<file path="config.mk">
export PLATFORM = sky130hd
export DESIGN_NAME = pipeline_stall_ctrl
export DESIGN_NICKNAME = d
export VERILOG_FILES = /design/src/rtl/pipeline_stall_ctrl.sv
export SDC_FILE = /design/constraint.sdc
export NUM_CORES = 1
export LEC_CHECK = 0
export ABC_AREA = 1
export CAP_MARGIN = 20
export CELL_PAD_IN_SITES_DETAIL_PLACEMENT = 0
export CELL_PAD_IN_SITES_GLOBAL_PLACEMENT = 2
export CORE_MARGIN = 5
export CORE_UTILIZATION = 23
export CTS_BUF_LIST = sky130_fd_sc_hd__clkbuf_4 sky130_fd_sc_hd__clkbuf_8
export CTS_CLUSTER_DIAMETER = 80
export DETAILED_ROUTE_END_ITERATION = 10
export HOLD_SLACK_MARGIN = 0.05
export PLACE_DENSITY_LB_ADDON = 0.1
export SETUP_SLACK_MARGIN = 0.02
export SKIP_LAST_GASP = 1
export SYNTH_ARGS = -nofsm -noshare
export SYNTH_HDL_FRONTEND = slang
export SYNTH_SLANG_ARGS = --single-unit
</file>
<file path="constraint.sdc">
create_clock -name clk -period 1.6 [get_ports clk]
set_input_delay 0.24 -clock clk [delete_from_list [all_inputs] [get_ports clk]]
set_output_delay 0.24 -clock clk [all_outputs]
set_load 0.02 [all_outputs]
</file>
<file path="src/rtl/pipeline_stall_ctrl.sv">
// Stall/flush sequencer: merges hazard stalls, ID branch flushes and MEM wait states into per-stage enables.
// Latency: zero (Mealy outputs); state and perf counters update on the rising edge. Optional counters: STALL_PERF_EN.
// Backpressure: a pending data-memory access freezes PC..EX/MEM and drains a bubble into WB; timeout parks in ERR.
module pipeline_stall_ctrl #(
    parameter int CNT_W    = 16,
    parameter int MAX_WAIT = 15
) (
    input  logic             clk,
    input  logic             reset,
    input  logic             hazard_stall,
    input  logic             branch_taken_ID,
    input  logic             dmem_req_EXMEM,
    input  logic             dmem_ready,
    output logic             pcWrite,
    output logic             write_IFID,
    output logic             flush_IFID,
    output logic             mux_IDEX,
    output logic             write_IDEX,
    output logic             write_EXMEM,
    output logic             write_MEMWB,
    output logic             bubble_MEMWB,
    output logic             mem_timeout,
    output logic [CNT_W-1:0] stall_cnt,
    output logic [CNT_W-1:0] flush_cnt
);

    typedef enum logic [1:0] {RUN, MEM_WAIT, ERR} state_t;

    state_t     state_q, state_d;
    logic [7:0] wcnt_q, wcnt_d;
    logic       rst_q;
    logic       mwait;

    assign mwait = dmem_req_EXMEM & ~dmem_ready;

    // rst_q holds the block inert from reset assertion until the first edge after release
    always_ff @(posedge clk or posedge reset) begin
        if (reset) begin
            rst_q   <= 1'b1;
            state_q <= RUN;
            wcnt_q  <= 8'd0;
        end else begin
            rst_q   <= 1'b0;
            state_q <= state_d;
            wcnt_q  <= wcnt_d;
        end
    end

    always_comb begin
        state_d      = state_q;
        wcnt_d       = wcnt_q;
        pcWrite      = 1'b0;
        write_IFID   = 1'b0;
        flush_IFID   = 1'b0;
        mux_IDEX     = 1'b0;
        write_IDEX   = 1'b0;
        write_EXMEM  = 1'b0;
        write_MEMWB  = 1'b0;
        bubble_MEMWB = 1'b0;
        mem_timeout  = 1'b0;
        if (!rst_q) begin
            if (state_q == ERR) begin
                mem_timeout = 1'b1;
            end else if (mwait) begin
                write_MEMWB  = 1'b1;
                bubble_MEMWB = 1'b1;
                mux_IDEX     = 1'b1;
                if (state_q == RUN) begin
                    state_d = MEM_WAIT;
                    wcnt_d  = 8'd1;
                end else if (wcnt_q == 8'(MAX_WAIT)) begin
                    state_d = ERR;
                end else begin
                    wcnt_d = wcnt_q + 8'd1;
                end
            end else begin
                pcWrite     = 1'b1;
                write_IFID  = 1'b1;
                mux_IDEX    = 1'b1;
                write_IDEX  = 1'b1;
                write_EXMEM = 1'b1;
                write_MEMWB = 1'b1;
                if (hazard_stall) begin
                    pcWrite    = 1'b0;
                    write_IFID = 1'b0;
                    mux_IDEX   = 1'b0;
                end else if (branch_taken_ID) begin
                    flush_IFID = 1'b1;
                end
                state_d = RUN;
                wcnt_d  = 8'd0;
            end
        end
    end

`ifdef STALL_PERF_EN
    logic [CNT_W-1:0] stall_cnt_q, flush_cnt_q;

    always_ff @(posedge clk or posedge reset) begin
        if (reset) begin
            stall_cnt_q <= '0;
            flush_cnt_q <= '0;
        end else begin
            if (!rst_q && !pcWrite && stall_cnt_q != '1)
                stall_cnt_q <= stall_cnt_q + 1'b1;
            if (flush_IFID && flush_cnt_q != '1)
                flush_cnt_q <= flush_cnt_q + 1'b1;
        end
    end

    assign stall_cnt = stall_cnt_q;
    assign flush_cnt = flush_cnt_q;
`else
    assign stall_cnt = '0;
    assign flush_cnt = '0;
`endif

endmodule

</file>
==> impl_results.md <==
- Critical path's top delay family: simple AND/OR/NAND/NOR gates
- Area delta synth->final: 20.1%
- Vias in the first global route: 810
- Chip height: approximately 78 µm
- H-tree lvl count: 1
- Flop pwr share: 35.2%
- Crit share post-route: between 90% and 100%
- Max FO, Critical Path: 4
- Finished layout cell area: between 1000 and 1500 µm²
- CP cell instances: inv_2, nor2_2, nor2_4, inv_2, nor3_4, and2_4, buf_4
- Vias per inst: between 3 and 4
- Hold Fails Final Rpt: 0
- Worst setup path class: flip-flop to output port
- Status: complete, no violations
- Top-Level Pins: between 40 and 50
- WL/cell: around 10 µm
- Final WL: 2280 µm
- Most used cell, CP: inv_2
- R2R Setup Slk: between 0.2 and 0.25 ns
- Synthesized area: 1050 µm²
- Die area: 6020 µm²
- MaxCap Viol Count: 0
- I/O Buffers: 14
- Die Wd: 77.6 µm
- Crit path DAT: 1.33 ns
- Cts hold-fix bufs: 0
- # diodes: 0
- Starting density of the core: around a quarter
- Min-Delay Path Class: primary input to async pin
- First-pass GRT wire length: between 4000 and 5000 µm
- Slowest stage delay, CP: 0.40 ns
- Hold slack: 0.323 ns
- CTS root buf: clkbuf_8
- Register area share after synthesis: 26.3%
- Fin crit period: 1.57 ns
- Final core utilization: 28.8%
- Row count: 24
- Psw: 280 µW
- CTS tree: done
- Inserted Clock Buffers: 3
- Final setup violation count: 0
- RSZ-0062 raised after global routing: yes
- Post-synthesis register bit count: 11
- Gr usage total: 8.38%
- Initial DRC count: 42
- CORE AREA: roughly 4400 µm²
- Drt drc: 0
- Synth area leader: buf_4
- Nets: 177
- Antenna Violating Nets Remaining: 0
- Clock insertion delay at the later pin of the skew report: 0.24 ns
- CP endpoint kind: output port
- Fmax achieved: 0.636 GHz
- Clk_skew: 0.000347 ns
- TritonCTS Sinks: 11
- CP max stage cell: dfrtp_1
- Netlist cell types: 24
- CP bufs+invs: 3
- Synthesis warning total: 0
- Final TNS setup: 0 ns
- Post-Syn Area per Cell: 7.62 µm²
- PwrDens: 659 nW/µm²
- Switching share of power: 33.7%
- Grt total ovfl: 0
- Largest net degree at the start of global routing: 12
- Clock power frac: 37.1%
- Detailed placement HPWL: just under 2000 µm
- R2R Path End: wcnt_q[2]
- Cell Int Power: 551 µW
- Initial antenna violation count: 0
- Placer's final routability congestion estimate: 0.721
- Cells after synthesis: 138
- Most frequent cells in the layout: 33 x conb_1, 25 x nand2_1, 20 x buf_4
- Via Count: 824
- Critical Path Source Type: flip-flop
- Cells on worst reg2reg path: 10
- DR pass1 iterations: 4
- Share of layout cells above drive strength 1: 36.1%
- Final Max Tran Viols: 0
- Worst EP required: 1.36 ns
- Placed cell areas: between 1000 and 1500 µm²
- Worst r2r src: wcnt_q[1]
- Top cell type's share of synthesized area: 24.3%
- Max clock buf depth: 2
- Most common cell after layout, fill and taps aside: conb_1
- Peak VDD IR: 0.163 mV
- Synth area leaders: buf_4 24%, dfrtp_1 24%, nand2_1 8.9%
- Leak Pwr: 0.679 nW
- Clock-pin slew on the worst setup and hold paths: 0.05 ns
- Comb pwr share: 27.7%
## state kept, by name, indices dropped and copies added, names as in the netlist
| signal | count |
|---|---|
| rst_q | 1 |
| state_q | 2 |
| wcnt_q | 8 |
## synthesized netlist by cell type
| cell type | count |
|---|---|
| inv_4 | 1 |
| dfstp_2 | 1 |
| nand2_4 | 1 |
| conb_1 | 1 |
| nor2_4 | 3 |
| buf_12 | 1 |
| a21oi_1 | 3 |
| and2_1 | 1 |
| nor2_8 | 2 |
| inv_2 | 3 |
| or2_2 | 1 |
| buf_4 | 34 |
| o21ai_0 | 1 |
| dfrtp_1 | 10 |
| nand4_1 | 2 |
| o21ai_2 | 5 |
| nor3_2 | 1 |
| nor3_1 | 2 |
| nor2_1 | 12 |
| nand3_1 | 7 |
| inv_1 | 11 |
| nand2_2 | 9 |
| nand2_1 | 25 |
| ha_1 | 1 |
## logic make-up after synthesis
family,share of synthesized area [%]
adders and majority gates,1.19
AOI/OAI and AO/OA,6.07
buffers and inverters,31.8
other,0.357
DFF,26.3
and+or+nand+nor,34.3
## stage by stage
stage,power [mW],cells,worst slack [ns]
3_5_place_dp,0.536,216,-0.439
5_1_grt,0.883,221,-0.0792
6_report,0.832,221,0.0272
3_3_place_gp,0.536,216,-0.438
2_1_floorplan,0.518,170,-0.0638
4_1_cts,0.841,221,-0.0129
## worst max-delay path by stage
stage / endpoint / depth (start not counted) / slack [ns] / startpoint
final: flush_IFID / 7 / 0.03 / state_q[1]
after global routing: flush_IFID / 7 / -0.08 / state_q[1]
after CTS: flush_IFID / 7 / -0.01 / state_q[1]
after detailed placement: flush_IFID / 5 / -0.44 / dmem_ready
after global placement: flush_IFID / 5 / -0.44 / dmem_ready
after floorplan: flush_IFID / 6 / -0.06 / state_q[1]
## layer usage
layer | global-route usage, % | share of wire, % | vias to the layer above
li1 | - | - | 421
met5 | 0 | 0 | -
met4 | 4.12 | 1.3 | 0
met1 | 10.2 | 41 | 359
met3 | 1.74 | 10 | 2
met2 | 13.9 | 47 | 42
## power by group through the flow
stage | Combinational (mW) | Clock, mW | Sequential, mW
6_report | 0.231 | 0.308 | 0.293
5_1_grt | 0.251 | 0.337 | 0.294
4_1_cts | 0.228 | 0.320 | 0.293
3_5_place_dp | 0.239 | 0 | 0.297
3_3_place_gp | 0.239 | 0 | 0.297
2_1_floorplan | 0.217 | 0 | 0.301
## final cells by class
| type | count | area [µm²] |
|---|---|---|
| repair buffers | 30 | 239 |
| fillers | 495 | 3120 |
| clock buffers | 4 | 48.8 |
| well taps | 52 | 65.1 |
| multi-input cells | 109 | 574 |
| flip-flops and latches | 11 | 277 |
| inverters | 15 | 58.8 |
## what timing repair did
item | in CTS | in global routing
setup buffers | 1 | 0
setup endpoints to repair | 9 | 9
gates resized for setup | 34 | 11
Power figures use the tool's default switching activity.
